File: src/rtl/cache_tag_ctrl_2way_pkg.sv
// Shared definitions for the 2-way tag controller: default geometry, FSM states
// and the layout of a tag RAM entry ({valid, tag}).
package cache_pkg;

    localparam int CACHE_IDX_W = 3;
    localparam int CACHE_TAG_W = 13;
    localparam int CACHE_OFS_W = 2;

    // Tag field starts at bit 0; the valid flag sits directly above the tag.
    localparam int ENTRY_TAG_LSB = 0;

    typedef enum logic [1:0] {
        INIT   = 2'd0,
        IDLE   = 2'd1,
        LOOKUP = 2'd2,
        RESP   = 2'd3
    } state_t;

endpackage

File: src/rtl/cache_tag_ctrl_2way_if.sv
// CPU-side request/response bundle of the tag controller.
interface cache_tag_ctrl_2way_if
    import cache_pkg::*;
#(
    parameter int IDX_W = CACHE_IDX_W,
    parameter int TAG_W = CACHE_TAG_W,
    parameter int OFS_W = CACHE_OFS_W
);
    localparam int ADDR_W = TAG_W + IDX_W + OFS_W;

    logic              req_valid;
    logic              req_ready;
    logic              req_we;
    logic [ADDR_W-1:0] req_addr;
    logic              resp_valid;
    logic              resp_hit;
    logic              resp_way;
    logic              resp_we;
    logic              err_multihit;

    modport master (
        output req_valid, req_we, req_addr,
        input  req_ready, resp_valid, resp_hit, resp_way, resp_we, err_multihit
    );

    modport slave (
        input  req_valid, req_we, req_addr,
        output req_ready, resp_valid, resp_hit, resp_way, resp_we, err_multihit
    );

endinterface

File: src/rtl/cache_tag_ctrl_2way_lru.sv
// Per-set replacement state for the 2-way cache: each bit names the
// least-recently-used way of its set.
module cache_lru_2way #(
    parameter int IDX_W = 3
) (
    input  logic             clock,
    input  logic             reset_n,
    input  logic [IDX_W-1:0] rd_idx,
    output logic             victim,
    input  logic             upd_en,
    input  logic [IDX_W-1:0] upd_idx,
    input  logic             upd_way
);
    localparam int DEPTH = 1 << IDX_W;

    logic [DEPTH-1:0] lru_r;

    // after an access the other way becomes the least recent one
    always_ff @(posedge clock) begin
        if (!reset_n) begin
            lru_r <= '0;
        end else if (upd_en) begin
            lru_r[upd_idx] <= ~upd_way;
        end else begin
            lru_r <= lru_r;
        end
    end

    assign victim = lru_r[rd_idx];

endmodule

File: src/rtl/cache_tag_ctrl_2way.sv
// Tag lookup / hit check for a 2-way set-associative cache; sole master of both
// sync-read tag RAMs, clears them after reset and write-allocates on a miss.
module cache_tag_ctrl_2way
    import cache_pkg::*;
#(
    parameter int IDX_W = CACHE_IDX_W,
    parameter int TAG_W = CACHE_TAG_W,
    parameter int OFS_W = CACHE_OFS_W
) (
    input  logic               clock,
    input  logic               reset_n,
    cache_tag_ctrl_2way_if.slave bus,
    output logic [IDX_W-1:0]   t0_addr,
    output logic [TAG_W:0]     t0_din,
    output logic               t0_we,
    input  logic [TAG_W:0]     t0_dout,
    output logic [IDX_W-1:0]   t1_addr,
    output logic [TAG_W:0]     t1_din,
    output logic               t1_we,
    input  logic [TAG_W:0]     t1_dout
);
    localparam int ADDR_W    = TAG_W + IDX_W + OFS_W;
    localparam int VALID_POS = ENTRY_TAG_LSB + TAG_W;
    localparam logic [IDX_W-1:0] LAST_IDX = '1;

    state_t            state_r;
    state_t            state_nxt_s;
    logic [IDX_W-1:0]  init_idx_r;
    logic [TAG_W-1:0]  tag_r;
    logic [IDX_W-1:0]  idx_r;
    logic              we_r;
    logic              resp_valid_r;
    logic              resp_hit_r;
    logic              resp_way_r;
    logic              resp_we_r;
    logic              err_multihit_r;

    logic              hs_s;
    logic              hit0_s;
    logic              hit1_s;
    logic              way_sel_s;
    logic              lru_victim_s;
    logic [TAG_W-1:0]  req_tag_s;
    logic [IDX_W-1:0]  req_idx_s;
    logic [OFS_W-1:0]  addr_ofs_unused_s;

    assign req_tag_s         = bus.req_addr[ADDR_W-1 -: TAG_W];
    assign req_idx_s         = bus.req_addr[OFS_W +: IDX_W];
    assign addr_ofs_unused_s = bus.req_addr[OFS_W-1:0];
    assign hs_s              = bus.req_valid && (state_r == IDLE);

    assign hit0_s = t0_dout[VALID_POS] && (t0_dout[ENTRY_TAG_LSB +: TAG_W] == tag_r);
    assign hit1_s = t1_dout[VALID_POS] && (t1_dout[ENTRY_TAG_LSB +: TAG_W] == tag_r);

    cache_lru_2way #(.IDX_W(IDX_W)) u_lru (
        .clock   (clock),
        .reset_n (reset_n),
        .rd_idx  (idx_r),
        .victim  (lru_victim_s),
        .upd_en  (state_r == RESP),
        .upd_idx (idx_r),
        .upd_way (resp_way_r)
    );

    // hit way wins (way 0 on a double match); otherwise fill an empty way before evicting
    always_comb begin
        way_sel_s = 1'b0;
        if (hit0_s) begin
            way_sel_s = 1'b0;
        end else if (hit1_s) begin
            way_sel_s = 1'b1;
        end else if (!t0_dout[VALID_POS]) begin
            way_sel_s = 1'b0;
        end else if (!t1_dout[VALID_POS]) begin
            way_sel_s = 1'b1;
        end else begin
            way_sel_s = lru_victim_s;
        end
    end

    // state register, request latch and registered response
    always_ff @(posedge clock) begin
        if (!reset_n) begin
            state_r        <= INIT;
            init_idx_r     <= '0;
            tag_r          <= '0;
            idx_r          <= '0;
            we_r           <= 1'b0;
            resp_valid_r   <= 1'b0;
            resp_hit_r     <= 1'b0;
            resp_way_r     <= 1'b0;
            resp_we_r      <= 1'b0;
            err_multihit_r <= 1'b0;
        end else begin
            state_r      <= state_nxt_s;
            resp_valid_r <= 1'b0;
            case (state_r)
                INIT: begin
                    init_idx_r <= init_idx_r + IDX_W'(1);
                end
                IDLE: begin
                    if (hs_s) begin
                        tag_r <= req_tag_s;
                        idx_r <= req_idx_s;
                        we_r  <= bus.req_we;
                    end
                end
                LOOKUP: begin
                    resp_valid_r <= 1'b1;
                    resp_hit_r   <= hit0_s || hit1_s;
                    resp_way_r   <= way_sel_s;
                    resp_we_r    <= we_r;
                    if (hit0_s && hit1_s) begin
                        err_multihit_r <= 1'b1;
                    end
                end
                default: begin
                end
            endcase
        end
    end

    // next state and tag RAM port decode
    always_comb begin
        state_nxt_s = state_r;
        t0_addr     = idx_r;
        t1_addr     = idx_r;
        t0_din      = '0;
        t1_din      = '0;
        t0_we       = 1'b0;
        t1_we       = 1'b0;
        case (state_r)
            INIT: begin
                t0_addr = init_idx_r;
                t1_addr = init_idx_r;
                t0_we   = 1'b1;
                t1_we   = 1'b1;
                if (init_idx_r == LAST_IDX) begin
                    state_nxt_s = IDLE;
                end else begin
                    state_nxt_s = INIT;
                end
            end
            IDLE: begin
                t0_addr = req_idx_s;
                t1_addr = req_idx_s;
                if (hs_s) begin
                    state_nxt_s = LOOKUP;
                end else begin
                    state_nxt_s = IDLE;
                end
            end
            LOOKUP: begin
                state_nxt_s = RESP;
            end
            RESP: begin
                state_nxt_s = IDLE;
                t0_din      = {1'b1, tag_r};
                t1_din      = {1'b1, tag_r};
                if (!resp_hit_r) begin
                    t0_we = ~resp_way_r;
                    t1_we = resp_way_r;
                end else begin
                    t0_we = 1'b0;
                    t1_we = 1'b0;
                end
            end
            default: begin
                state_nxt_s = INIT;
            end
        endcase
    end

    assign bus.req_ready    = (state_r == IDLE);
    assign bus.resp_valid   = resp_valid_r;
    assign bus.resp_hit     = resp_hit_r;
    assign bus.resp_way     = resp_way_r;
    assign bus.resp_we      = resp_we_r;
    assign bus.err_multihit = err_multihit_r;

endmodule

File: src/flat_wrapper.sv
// flat-port wrapper written by rule: the top's interface ports become plain ports
module cache_tag_ctrl_2way_flat import cache_pkg::*;
#(
    parameter int IDX_W = CACHE_IDX_W,
    parameter int TAG_W = CACHE_TAG_W,
    parameter int OFS_W = CACHE_OFS_W
)
  (clock, reset_n, t0_addr, t0_din, t0_we, t0_dout, t1_addr, t1_din, t1_we, t1_dout, bus_req_valid, bus_req_we, bus_req_addr, bus_req_ready, bus_resp_valid, bus_resp_hit, bus_resp_way, bus_resp_we, bus_err_multihit);
  cache_tag_ctrl_2way_if #(.IDX_W(IDX_W), .TAG_W(TAG_W), .OFS_W(OFS_W)) bus_i ();
  input  logic clock;
  input  logic reset_n;
  output logic [IDX_W-1:0] t0_addr;
  output logic [TAG_W:0] t0_din;
  output logic t0_we;
  input  logic [TAG_W:0] t0_dout;
  output logic [IDX_W-1:0] t1_addr;
  output logic [TAG_W:0] t1_din;
  output logic t1_we;
  input  logic [TAG_W:0] t1_dout;
  input wire logic [$bits(bus_i.req_valid)-1:0] bus_req_valid;
  input wire logic [$bits(bus_i.req_we)-1:0] bus_req_we;
  input wire logic [$bits(bus_i.req_addr)-1:0] bus_req_addr;
  output wire logic [$bits(bus_i.req_ready)-1:0] bus_req_ready;
  output wire logic [$bits(bus_i.resp_valid)-1:0] bus_resp_valid;
  output wire logic [$bits(bus_i.resp_hit)-1:0] bus_resp_hit;
  output wire logic [$bits(bus_i.resp_way)-1:0] bus_resp_way;
  output wire logic [$bits(bus_i.resp_we)-1:0] bus_resp_we;
  output wire logic [$bits(bus_i.err_multihit)-1:0] bus_err_multihit;
  assign bus_i.req_valid = bus_req_valid;
  assign bus_i.req_we = bus_req_we;
  assign bus_i.req_addr = bus_req_addr;
  assign bus_req_ready = bus_i.req_ready;
  assign bus_resp_valid = bus_i.resp_valid;
  assign bus_resp_hit = bus_i.resp_hit;
  assign bus_resp_way = bus_i.resp_way;
  assign bus_resp_we = bus_i.resp_we;
  assign bus_err_multihit = bus_i.err_multihit;
  cache_tag_ctrl_2way #(.IDX_W(IDX_W), .TAG_W(TAG_W), .OFS_W(OFS_W)) u_core (.clock(clock), .reset_n(reset_n), .bus(bus_i), .t0_addr(t0_addr), .t0_din(t0_din), .t0_we(t0_we), .t0_dout(t0_dout), .t1_addr(t1_addr), .t1_din(t1_din), .t1_we(t1_we), .t1_dout(t1_dout));
endmodule
File: config.mk
export PLATFORM = sky130hd
export DESIGN_NAME = cache_tag_ctrl_2way_flat
export DESIGN_NICKNAME = d
export VERILOG_FILES = /design/src/rtl/cache_tag_ctrl_2way_pkg.sv /design/src/rtl/cache_tag_ctrl_2way_if.sv /design/src/rtl/cache_tag_ctrl_2way_lru.sv /design/src/rtl/cache_tag_ctrl_2way.sv /design/src/flat_wrapper.sv
export SDC_FILE = /design/constraint.sdc
export NUM_CORES = 1
export LEC_CHECK = 0
export BUFFER_PORTS_ARGS = -buffer_cell sky130_fd_sc_hd__buf_2
export CORE_MARGIN = 4
export CORE_UTILIZATION = 45
export CTS_BUF_LIST = sky130_fd_sc_hd__clkbuf_4
export DETAILED_ROUTE_END_ITERATION = 12
export PLACE_DENSITY = 0.79
export SETUP_SLACK_MARGIN = 0.4
export SYNTH_ARGS = -nofsm -noshare
export SYNTH_HDL_FRONTEND = slang
export SYNTH_SLANG_ARGS = --single-unit
File: constraint.sdc
create_clock -name clock -period 2 [get_ports clock]
set_clock_uncertainty 0.15 [all_clocks]
set_input_delay 0.3 -clock clock [delete_from_list [all_inputs] [get_ports clock]]
set_output_delay 0.3 -clock clock [all_outputs]
set_load 0.005 [all_outputs]
# Word-level counts from Yosys, hierarchy flattened
# Cells that the tools add are included.
dict set report totals {
  wordCells 49
  inputBits 50
  output_inout_bits 42
  ff_bits 35
  latchBits 0
  n_memories 0
  rom_bits 0
  ramBits 0
}
dict set report classes {
  div_mod_pow 0
  n_bitwise 1
  add_sub_neg 1
  n_mux 19
  n_mul 0
  n_eq_ne 6
  n_shift 0
  n_reduce_logical 9
  order_cmp 2
}
# operator n
set op_table {}
lappend op_table {{$eq 13x13->1} 2}
lappend op_table {{$mux 14} 1}
lappend op_table {{$mux 1} 10}
lappend op_table {{$bwmux 8} 1}
lappend op_table {{$pmux 2 s4} 1}
lappend op_table {{$pmux 3 s2} 1}
lappend op_table {{$logic_and 1x1->1} 5}
lappend op_table {{$eq 2x2->1 const B} 2}
lappend op_table {{$lt 3x4->1 const B} 1}
lappend op_table {{$pmux 1 s2} 2}
lappend op_table {{$reduce_and 2->1} 2}
lappend op_table {{$add 3x1->3 const B} 1}
lappend op_table {{$bmux 1 s3} 1}
lappend op_table {{$demux 1 s3} 1}
lappend op_table {{$eq 3x3->1 const B} 1}
lappend op_table {{$ge 3x1->1 const B} 1}
lappend op_table {{$eq 2x1->1 const B} 1}
lappend op_table {{$logic_not 2->1} 1}
lappend op_table {{$mux 2} 1}
lappend op_table {{$logic_or 1x1->1} 1}
lappend op_table {{$not 1->1} 1}

# Depth between registers and ports, before layout
dict set report depth {
  ltp_word 6
  mapped_depth 7
  ltp_nobuf 5
}

# Modules after synthesis
# A second synthesis with hierarchy kept.
dict set report unflattened {
  hier_cells 242
  area_unflattened_um2 2109.5
}
# module seq_area_each_um2 cells_per_inst area_each_um2 n_inst
set by_module_without_submodules {}
lappend by_module_without_submodules {cache_tag_ctrl_2way 540.5 205 1691.6 1}
lappend by_module_without_submodules {cache_lru_2way 160.2 37 417.9 1}

# Worst setup path after synthesis
# OpenSTA, ideal clock, no wires.
dict set report synth_path {
  path_type {register to output}
  from {register u_core.state_r[0]}
  to {output t1_addr[1]}
  path_stages_with_launch 8
  t_required_ps 1550
  n_path_buf 2
  path_slack_ps 310
  t_arrival_ps 1240
  cell_sequence {dfxtp_1 -> inv_1 -> ha_1 -> clkbuf_1 -> nor2_1 -> nand2_1 -> nand2_1 -> buf_4}
}
dict set report synth_via {
  elab_chain_len 2
  word_cells_on_any_way 3
  cone_classes {eq/ne (1); mux (1); reduce/logical (1)}
}
# element line_no
set synth_rtl {}
lappend synth_rtl {{start: declaration} cache_tag_ctrl_2way.sv:26} ;# state_t state_r;
lappend synth_rtl {{start signal: assignment} cache_tag_ctrl_2way.sv:95} ;# state_r <= state_nxt_s;
lappend synth_rtl {{$eq 2x1->1 / $logic_not 2->1 (equally long branches)} n/a}
lappend synth_rtl {{$pmux 3 s2 (*)} n/a}
lappend synth_rtl {{end: declaration} flat_wrapper.sv:16} ;# output logic [IDX_W-1:0] t1_addr;
# Every way passes the cells marked *; elsewhere a longest branch is shown, timed or not.

# Final worst setup path
dict set report layout_path {
  from {register u_core.state_r[0]}
  to {output t0_addr[2]}
}
dict set report layout_via {
  elab_chain_len 2
  word_cells_on_any_way 3
  cone_classes {eq/ne (1); mux (1); reduce/logical (1)}
}
# element line_no
set layout_rtl {}
lappend layout_rtl {{$eq 2x1->1 / $logic_not 2->1 (equally long branches)} cache_tag_ctrl_2way.sv:132} ;# case (state_r)
lappend layout_rtl {{$pmux 3 s2 (*)} cache_tag_ctrl_2way.sv:132}
lappend layout_rtl {{end: declaration} flat_wrapper.sv:12} ;# output logic [IDX_W-1:0] t0_addr;
# Marked as above.

==> results.md <==
- The clock tree synthesis step divided the H-tree into 2 levels.
- The via count of the first global-routing pass is 2127.
- Setup repair after global routing could not meet its margin everywhere.
- In this run the static leakage power is ~1.3 nW.
- In this run, the number of DRC markers left after iteration 0 of detailed routing was 170.
- The TritonCTS buffer count is 5.
- The final hold violation count came to 0.
- For this run, the leading register cell type out of synthesis is dfxtp_1.
- Detailed placement ended at an HPWL of a little over 4000 microns.
- The die area is a little under 6000 sq um.
- The number of vias per cell is 5.52.
- The post-layout net count is a little under 400.
- The clock net in this run drives a total of 35 sinks.
- The routed design has a little over 7000 microns of wire.
- dfxtp_1 takes more of the synthesized area than any other cell.
- STA classifies the critical path endpoint as an output port.
- The number of warning messages in the yosys log is 0.
- The required time of the critical path is between 1500 and 2000 ps.
- The clock tree from TritonCTS is yes.
- Measured along the y axis, the die boundary spans 76.7 microns.
- The number of antenna violations at the first check in global routing is 0.
- The flow ran to the end, and the final reports show no timing, DRC or antenna violations.
- The number of antenna-violating nets in the routed design is 0.
- The critical path data arrival time is 1400 ps.
- The die span in x is 76.7 microns.
- The area of the core region is about 4500 sq um.
- Buffers placed on the I/O ports in this run total 89.
- On the critical path the largest part of the delay comes from flip-flops.
- The mapped netlist covers about 2100 sq um.
- Detailed routing inserted a total of around 2100 vias.
- After detailed routing, the average wire length per cell comes to approximately 18 microns.
- The number of antenna diodes in the final layout is 0.
- VDD sags by at most 0.266 mV.
- In the global route stage, overall resource usage came out at 0.213.
- The number of endpoints failing setup at the final stage is 0.
- Yosys attributes the largest share of cell area to dfxtp_1, xnor2_1, a21boi_0.
- Counting distinct cell types in the post-synthesis netlist gives 33.
- The length of the first detailed-routing pass in iterations is 5.
- Across all register-to-register paths, the minimum setup slack is between 200 and 300 ps.
- The largest individual stage delay along the critical path comes from the cell dfxtp_4.
- Entering global routing, the biggest net connects 36 pins.
- The worst slack at placement is 259 ps.
- The peak clock frequency supported by timing is around 540 MHz.
- The total congestion overflow after global routing is 0.
- The top-area cell type share of the netlist area is 0.330.
- Summed over all failing endpoints, the final setup total negative slack is 0 ps.
- The minimum setup slack in the final design is about 150 ps.
- The tool flagged a number of max-cap violations equal to 0.
- When the netlist entered floorplanning its net count stood at between 300 and 400.
- The critical path goes through inv_2 -> ha_4 -> a22oi_1 -> nand2_1 -> buf_2.
- The latest clock arrival within the worst-skew pair is ~360 ps.
- The critical path is of the register to output port type.
- The detailed-route DRC error count is 0.
- The proportion of register bits with asynchronous set or reset after synthesis is 0.
- The row count is 24.
- The peak fanout along the critical path is 7.
- The proportion of synthesized chip area in sequential cells is 0.330.
- The congestion estimate from routability-driven global placement came to 0.872.
- Clock tree synthesis selected as its root buffer the cell clkbuf_4.
- After technology mapping, the gate count stands at approximately 250.
- The combined buffer and inverter count along the critical path is 2.
- The layout cell share with drive strength beyond 1 is 0.516.
- The number of hold buffers added after CTS was 0.
- After clock tree synthesis, the clock-pin slew on the worst setup and hold paths is 110 ps.
- The effective utilization at floorplan is 0.475.
- Relative to the synthesized area, the layout overhead comes to 47.8%.
- The worst setup path is launched from a register.
- The synthesized design contains 35 register bits.
- The min-delay analysis places its worst path in the category input port to register.
- In this run the tightest slew margin relative to its limit is 0.640.
- The count of flip-flops with a built-in enable after synthesis is 0.
- On the worst path, the slowest cell contributes a delay of between 300 and 400 ps.
- The share of the clock period used by the worst path after layout is 0.923.
- For this design the ratio of total power to cell area is about 400 nW/um^2.
- The clock tree buffer depth is 2.
- The average footprint of a synthesized cell is roughly 8.4 sq um.
- The first-pass GRT wire length is approximately 10000 microns.
- The transition time at the pin with the least slew margin is 541 ps.
- The smallest clock period supported by the final layout is computed as ~1800 ps.
- 92 I/O pins were placed.
- The final count of pins violating max slew was 0.
[flip-flops by register name (all words and copies together) (netlist names), 2 cells and up]
name / count
u_core.u_lru.lru_r: 8
u_core.tag_r: 13
u_core.state_r: 2
u_core.init_idx_r: 3
u_core.idx_r: 3
[synthesized netlist by cell type, types with 4 or more instances]
cell	count
nand2_1	45
mux2i_1	5
a21boi_0	25
nand4_1	6
nand2b_1	4
ha_1	7
nor2b_1	4
inv_1	6
nor2_1	5
buf_4	18
and2_1	16
clkbuf_1	11
o21ai_0	8
xnor2_1	26
or3_1	6
dfxtp_1	35
[placed cells by master (no fill, tap or decap), types with 4 or more instances in the layout]
cell	n
clkbuf_4	6
dfxtp_1	19
nand2_1	43
mux2i_1	5
buf_6	35
dfxtp_4	11
and2_4	14
buf_4	9
inv_1	4
a21boi_0	15
buf_2	61
a21boi_1	10
nor2_1	4
nor2b_1	4
o21ai_0	8
xnor2_2	10
or3_1	5
nand4_1	6
ha_1	4
dfxtp_2	5
xnor2_1	16
[metrics by stage]
stage / instances / total power (W) / instance area [sq um] / util / hold WS, ps
global route: 389 / 0.00132 / 3140 / 0.701 / 25.3
global placement: 367 / 0.000863 / 2480 / 0.554 / 301
floorplan: 253 / 0.000799 / 2140 / - / 287
finish: 389 / 0.00126 / 3140 / 0.701 / 17.6
CTS: 382 / 0.00126 / 2920 / 0.654 / 22.4
detailed placement: 367 / 0.000867 / 2480 / 0.554 / 310
[routing by layer]
layer  routed length, microns  track usage
met4                      348        0.114
met5                        0            0
met3                      361       0.0492
met1                     2650        0.233
met2                     3700        0.378
[power breakdown]
| group | leakage (nW) | switching, W | internal [W] |
|---|---|---|---|
| clock network | 0.0317 | 0.000252 | 0.000149 |
| logic | 0.996 | 0.0000712 | 0.0000935 |
| registers | 0.294 | 0.00000765 | 0.000689 |
[path summary, 6_finish.rpt]
path                     start          endpoint  depth (start not counted)
min           bus_req_addr[10]   u_core.tag_r[5]                          3
max reg2reg  u_core.state_r[0]  u_core.tag_r[11]                          7
max          u_core.state_r[0]        t0_addr[2]                          5
min reg2reg        u_core.we_r       u_core.we_r                          2
[final cells by class]
type,instances,area [sq um]
multi-input combinational,180,1420
fill,313,1340
timing repair buffer,108,827
sequential,35,748
tap,52,65.1
clock buffer,6,45.0
inverter,6,25.0
clock inverter,2,12.5
[kinds of logic (layout without fill, tap and decap cells)]
| family | after synthesis | in the layout | share of synthesized area |
|---|---|---|---|
| AND/OR/NAND/NOR | 91 | 91 | 0.214 |
| AO/OA/AOI/OAI | 49 | 49 | 0.166 |
| XOR/XNOR | 27 | 27 | 0.111 |
| adder cells (fa/ha/maj) | 7 | 7 | 0.0412 |
| buffers and inverters | 38 | 122 | 0.104 |
| multiplexers | 6 | 6 | 0.0342 |
| flip-flops | 35 | 35 | 0.330 |
[timing repair]
action                     CTS  global route
setup buffers                6             6
gates resized for setup     83            42
cloned                       1             1
pin swaps                    8            21
setup endpoints to repair   62            65
[worst register-to-register path, stage by stage (launching register included)]
cell and delay (ps):
dfxtp_4 390, buf_6 100, ha_4 180, buf_4 150, and2_4 150, buf_12 130, nand2_1 100, a21boi_0 310
Note: power is estimated with default switching activity, not from simulation.
